`config.mk`:
```
export PLATFORM = sky130hd
export DESIGN_NAME = serial_subtractor_32_bit
export DESIGN_NICKNAME = d
export VERILOG_FILES = /design/src/rtl/serial_subtractor_32_bit.sv
export SDC_FILE = /design/constraint.sdc
export NUM_CORES = 1
export LEC_CHECK = 0
export BUFFER_PORTS_ARGS = -buffer_cell sky130_fd_sc_hd__clkbuf_2
export CAP_MARGIN = 20
export CORE_MARGIN = 5
export CORE_UTILIZATION = 40
export CTS_BUF_LIST = sky130_fd_sc_hd__clkbuf_8
export DETAILED_ROUTE_END_ITERATION = 10
export GPL_ROUTABILITY_DRIVEN = 0
export GPL_TIMING_DRIVEN = 0
export PLACE_DENSITY = 0.62
export SYNTH_ARGS = -nofsm -noshare
export SYNTH_HDL_FRONTEND = slang
export SYNTH_SLANG_ARGS = --single-unit
```
`constraint.sdc`:
```
create_clock -name clk_i -period 2.13 [get_ports clk_i]
set_clock_uncertainty 0.15 [all_clocks]
set_input_delay 0.639 -clock clk_i [delete_from_list [all_inputs] [get_ports clk_i]]
set_output_delay 0.639 -clock clk_i [all_outputs]
set_load 0.05 [all_outputs]
```
`src/rtl/serial_subtractor_32_bit.sv`:
```
// serial_subtractor_32_bit
//   Bit-serial two's-complement subtractor. Computes d = a - b - bin one bit
//   per clock, LSB first. A single full-subtractor cell and a borrow flop are
//   reused for every bit. Results are registered and held until the next
//   completion.
//
//   State table
//     S_IDLE | waiting for start, accepts operands
//     S_RUN  | one bit processed per edge, busy_o=1
//     S_DONE | one-cycle done_o pulse, accepts a back-to-back start
//
// Ports
//   clk_i    rising-edge clock
//   rst_n_i  synchronous reset, active-low
//   start_i  request; operands sampled when accepted (IDLE or DONE)
//   a_i      minuend
//   b_i      subtrahend
//   bin_i    borrow in
//   busy_o   1 while in RUN
//   done_o   single-cycle pulse, result outputs just updated
//   d_o      difference (mod 2^WIDTH)
//   bout_o   borrow out (unsigned a < b + bin)
//   ovf_o    signed overflow
//   zero_o   d_o == 0

module serial_subtractor_32_bit #(
    parameter int WIDTH = 32
) (
    input  logic             clk_i,
    input  logic             rst_n_i,
    input  logic             start_i,
    input  logic [WIDTH-1:0] a_i,
    input  logic [WIDTH-1:0] b_i,
    input  logic             bin_i,
    output logic             busy_o,
    output logic             done_o,
    output logic [WIDTH-1:0] d_o,
    output logic             bout_o,
    output logic             ovf_o,
    output logic             zero_o
);

    localparam int CW = (WIDTH > 1) ? $clog2(WIDTH) : 1;

    typedef enum logic [1:0] {
        S_IDLE = 2'd0,
        S_RUN  = 2'd1,
        S_DONE = 2'd2
    } state_t;

    state_t           state_q, state_d;
    logic [WIDTH-1:0] a_sh_q, a_sh_d;
    logic [WIDTH-1:0] b_sh_q, b_sh_d;
    logic [WIDTH-1:0] res_q, res_d;
    logic [WIDTH-1:0] d_q, d_d;
    logic [CW-1:0]    cnt_q, cnt_d;
    logic             br_q, br_d;
    logic             bout_q, bout_d;
    logic             ovf_q, ovf_d;
    logic             zero_q, zero_d;

    logic             ai, bi, di, br_next, last_bit;
    logic [WIDTH-1:0] res_shift;

    assign ai       = a_sh_q[0];
    assign bi       = b_sh_q[0];
    assign di       = ai ^ bi ^ br_q;
    assign br_next  = (~ai & bi) | (~(ai ^ bi) & br_q);
    assign last_bit = (cnt_q == CW'(WIDTH - 1));

    // New bit enters at the MSB; after WIDTH shifts the cleared initial
    // contents have been fully displaced.
    assign res_shift = (res_q >> 1) | {di, {(WIDTH-1){1'b0}}};

    always_comb begin
        state_d = state_q;
        a_sh_d  = a_sh_q;
        b_sh_d  = b_sh_q;
        res_d   = res_q;
        cnt_d   = cnt_q;
        br_d    = br_q;
        d_d     = d_q;
        bout_d  = bout_q;
        ovf_d   = ovf_q;
        zero_d  = zero_q;

        case (state_q)
            S_IDLE, S_DONE: begin
                state_d = S_IDLE;
                if (start_i) begin
                    state_d = S_RUN;
                    a_sh_d  = a_i;
                    b_sh_d  = b_i;
                    res_d   = '0;
                    br_d    = bin_i;
                    cnt_d   = '0;
                end
            end
            S_RUN: begin
                a_sh_d = a_sh_q >> 1;
                b_sh_d = b_sh_q >> 1;
                res_d  = res_shift;
                br_d   = br_next;
                cnt_d  = cnt_q + CW'(1);
                if (last_bit) begin
                    state_d = S_DONE;
                    d_d     = res_shift;
                    bout_d  = br_next;
                    // On the last bit ai/bi are the latched operand MSBs.
                    ovf_d   = (ai ^ bi) & (di ^ ai);
                    zero_d  = ~|res_shift;
                end
            end
            default: state_d = S_IDLE;
        endcase
    end

    always_ff @(posedge clk_i) begin
        if (!rst_n_i) begin
            state_q <= S_IDLE;
            a_sh_q  <= '0;
            b_sh_q  <= '0;
            res_q   <= '0;
            cnt_q   <= '0;
            br_q    <= 1'b0;
            d_q     <= '0;
            bout_q  <= 1'b0;
            ovf_q   <= 1'b0;
            zero_q  <= 1'b0;
        end else begin
            state_q <= state_d;
            a_sh_q  <= a_sh_d;
            b_sh_q  <= b_sh_d;
            res_q   <= res_d;
            cnt_q   <= cnt_d;
            br_q    <= br_d;
            d_q     <= d_d;
            bout_q  <= bout_d;
            ovf_q   <= ovf_d;
            zero_q  <= zero_d;
        end
    end

    assign busy_o = (state_q == S_RUN);
    assign done_o = (state_q == S_DONE);
    assign d_o    = d_q;
    assign bout_o = bout_q;
    assign ovf_o  = ovf_q;
    assign zero_o = zero_q;

endmodule

```
==> results.md <==
Timing:
- The worst-margin pin slew is approximately 0.70 ns.
- The number of setup violations in the final report is 0.
- The final critical delay including setup and external delays is slightly above 2 ns.
- Setup total negative slack on the finished layout was measured at 0 ns.
- Headroom to the max-slew limit came out at 0.536.
- Setup repair after global routing could not meet its margin everywhere.
- The number of hold-slack violations in the final timing report is 0.
- The final count of pins violating max slew is 0.
- Of the available clock period, the critical path in the final layout requires 0.967.
- The maximum operating frequency is slightly below 0.5 GHz.

Setup path:
- The critical path capture point type is a primary output.
- In this design, the stage delay of the slowest critical-path cell is about 0.34 ns.
- In this run the worst path has a maximum fanout of 5.
- Walking the worst path, the cells encountered are nand2b_4, inv_2, buf_12, clkbuf_16.
- On the critical path the largest part of the delay comes from flip-flops.
- The critical path is of the flip-flop to primary output type.
- Data arrives at the worst endpoint at 1.27 ns.
- The number of buffers and inverters on the critical path is 3.
- STA puts the critical path data required time at ~1.3 ns.
- For this design, the slowest cell found on the critical path is sky130_fd_sc_hd__dfxtp_2.
- STA classifies the critical path startpoint as a flip-flop.

Die:
- Measured along the y axis, the die boundary spans 128 um.
- The area of the die is 16300 um2.
- The die extent in x is 128 um.
- After floorplanning, the core was sized to cover 13700 um2.
- The initial core utilization is 0.403.
- The number of cell rows is 43.
- In this run the count of I/O pins placed on the die edge is ~110.

Logic synthesis:
- The proportion of netlist area held by the largest area contributor is 0.500.
- The flip-flop and latch count after synthesis is 138.
- Ranked by total cell area, the synthesized netlist is headed by sky130_fd_sc_hd__dfxtp_1, sky130_fd_sc_hd__nand2_1, sky130_fd_sc_hd__a21boi_1.
- The async set-or-reset flop fraction in the synthesized netlist is 0.
- When the netlist entered floorplanning its net count stood at 693.
- The part of the Yosys area used for sequential elements is 0.500.
- Among all flip-flop cells after synthesis, the most frequent one is sky130_fd_sc_hd__dfxtp_1.
- The area of the mapped netlist is approximately 5500 um2.
- The biggest area consumer among synthesized cells is sky130_fd_sc_hd__dfxtp_1.
- The warning count from the yosys run is 0.
- In this run the mean area of a mapped cell was slightly below 9 um2.
- Synthesis produced a netlist whose cell count is a little over 600.
- The number of enable flip-flop cells after synthesis is 0.
- Synthesis instantiated 32 different standard cells from the library.

Routing:
- The remaining antenna violation count after routing is 0.
- After the first detailed-routing iteration, the DRC count stood at about 230.
- The number of DRC violations after detailed routing is 0.
- Across all layers, the routed design uses ~4700 vias.
- The final routed wirelength across all metal layers is 13.4 mm.
- Dividing the detail-routed wire length by the instance count gives around 14 um.
- The via count normalized by instance count is about 5.
- The first detailed-routing pass took 4 iterations.

Finish:
- Once layout is complete, the utilization of the core stands at 0.490.
- Of the cells placed in the final design, the portion with a size suffix greater than 1 is 0.227.
- The repair_antennas step left the layout with diodes totalling 0.
- The area growth from synthesis to layout is 21.7%.
- For this run, the post-layout net count is roughly 820.
- The post-route cell area is 6730 um2.

Clocking:
- The later pin in the worst-skew pair is clocked with a latency of 0.44 ns.
- The count of H-tree levels built during CTS is 4.
- Clock-pin slew was measured on the worst setup and hold paths at 0.08 ns.
- TritonCTS built the clock tree.
- CTS placed an instance of sky130_fd_sc_hd__clkbuf_8 at the clock tree root.
- Clock tree synthesis inserted a total of 17 buffers.
- No sink is reached through more buffers than the 2 on the longest clock path.
- Counting every sink on the clock net gives 138.

Pwr:
- The maximum VDD drop is roughly 0.00035 V.
- The switching power summed over all nets is 1.35 mW.
- Of the total power, the share spent switching nets is 0.250.
- Dividing total power by cell area gives a power density of 799 nW/um2.
- After layout, the design draws a total of approximately 5.4 mW.
- The total internal power is around 4 mW.
- The clock share of power is 0.393.
- The share of total power dissipated in sequential elements is 0.507.
- Summed over all cells, the static leakage comes to 2.62 nW.
- The portion of total power attributed to combinational logic is 0.101.

Placed design:
- The count of buffers inserted at the top-level ports is 103.
- Summed over all nets, the half-perimeter wirelength after detailed placement is approximately 10 mm.
- The placed cell area is 6270 um2.

Global route:
- In the global route stage, overall resource usage came out at 0.169.
- The largest net degree at the start of global routing is 19.
- The wire length of the first global-routing pass is 22.0 mm.
- The initial antenna violation count is 0.
- The residual overflow from global routing is 0.
- The number of global-route vias before repair is approximately 4700.

Job:
- The tool flagged a number of max-cap violations equal to 0.

Hold path:
- The tightest min-delay check is of the flip-flop to flip-flop type.

Outcome:
- The flow ran to the end, and the final reports show no timing, DRC or antenna violations.
## cells by family after synthesis
logic type / Yosys count / synth area share
adders and majority gates: 4 / 0.0104
DFF: 138 / 0.500
buffers and inverters: 53 / 0.0484
xor gates and xnor gates: 1 / 0.00159
AOI/OAI and AO/OA: 201 / 0.272
and+or+nand+nor: 224 / 0.168
## what timing repair did
item | in CTS | in global routing
setup endpoints to repair | 31 | 33
setup buffers | 1 | 1
pin swaps | 1 | 0
hold buffers | 0 | 0
gates resized for setup | 9 | 8
## cell usage in the layout (no fill, tap or decap), types with 2 or more instances in the layout
cell                         instances
sky130_fd_sc_hd__a21boi_0           32
sky130_fd_sc_hd__a21boi_1           94
sky130_fd_sc_hd__a21oi_1             3
sky130_fd_sc_hd__a22oi_1            67
sky130_fd_sc_hd__and3_1              2
sky130_fd_sc_hd__buf_1               2
sky130_fd_sc_hd__buf_2              14
sky130_fd_sc_hd__buf_4              14
sky130_fd_sc_hd__bufinv_16           2
sky130_fd_sc_hd__clkbuf_1           19
sky130_fd_sc_hd__clkbuf_2          102
sky130_fd_sc_hd__clkbuf_4            2
sky130_fd_sc_hd__clkbuf_8           20
sky130_fd_sc_hd__clkinv_2            5
sky130_fd_sc_hd__clkinvlp_4          5
sky130_fd_sc_hd__dfxtp_1           136
sky130_fd_sc_hd__dfxtp_2             2
sky130_fd_sc_hd__ha_1                3
sky130_fd_sc_hd__nand2_1           189
sky130_fd_sc_hd__nand3b_1            2
sky130_fd_sc_hd__nand4_1             3
sky130_fd_sc_hd__nor2_1              6
sky130_fd_sc_hd__nor2b_1             9
sky130_fd_sc_hd__nor4_1              7
sky130_fd_sc_hd__o21a_1              2
## power by group through the flow
stage          clock network [mW]  logic (mW)  registers, mW
4_1_cts                      2.17       0.545           2.72
5_1_grt                      2.28       0.603           2.74
3_5_place_dp                    0       0.530           2.78
6_report                     2.11       0.541           2.73
3_3_place_gp                    0       0.515           2.78
2_1_floorplan                   0       0.359           2.77
## per-layer routing
metal,GRT usage,vias up,wire (um)
met3,0.0489,17,598
met4,0.0681,0,221
li1,-,2385,-
met5,0,-,0
met2,0.292,85,6570
met1,0.197,2243,5990
## path summary, 6_finish.rpt
| path | startpoint | end | slack (ns) | depth (start not counted) |
|---|---|---|---|---|
| setup / recovery | state_q[1] | busy_o | 0.07 | 4 |
| hold / removal | b_sh_q[2] | b_sh_q[2] | 0.31 | 2 |
| hold reg to reg | b_sh_q[2] | b_sh_q[2] | 0.31 | 2 |
| setup reg to reg | cnt_q[0] | ovf_o | 0.15 | 8 |
## cells in the mapped netlist (all sizes together) (2+ instances only)
| master | n |
|---|---|
| a21boi | 126 |
| a21oi | 3 |
| a22oi | 67 |
| and3 | 2 |
| buf | 28 |
| clkbuf | 23 |
| dfxtp | 138 |
| ha | 3 |
| inv | 2 |
| nand2 | 189 |
| nand3b | 2 |
| nand4 | 3 |
| nor2 | 7 |
| nor2b | 9 |
| nor4 | 7 |
| o21a | 2 |
## metrics by stage
step / instances / hold WS [ns] / setup WS (ns)
final: 937 / 0.309 / 0.0711
after global placement: 904 / 0.291 / -0.117
after global routing: 937 / 0.296 / -0.0334
after floorplan: 621 / 0.285 / 0.0455
after detailed placement: 904 / 0.298 / -0.122
after CTS: 936 / 0.289 / 0.00728
## flip-flops by register name, summed over array words and instances (netlist names)
register,count
a_sh_q,32
b_sh_q,32
ovf_o,1
state_q,2
br_q,1
res_q,31
cnt_q,5
bout_o,1
zero_o,1
d_o,32
## worst reg2reg max path, delay by kind of cell, from the launching register on
kind | cells | cell delay [ns]
AO/OA/AOI/OAI | 1 | 0.06
adder cells (fa/ha/maj) | 2 | 0.40
buffers and inverters | 1 | 0.24
flip-flops | 1 | 0.38
AND/OR/NAND/NOR | 4 | 0.69
## area by class of cell
cell class,instances,area [um2]
Tap cell,180,225
Clock inverter,12,123
Sequential cell,138,2770
Inverter,2,7.51
Fill cell,1347,6990
Timing Repair Buffer,105,551
Buffer,50,274
Multi-Input combinational cell,430,2510
Clock buffer,20,275
(Power assumes the default switching activity.)
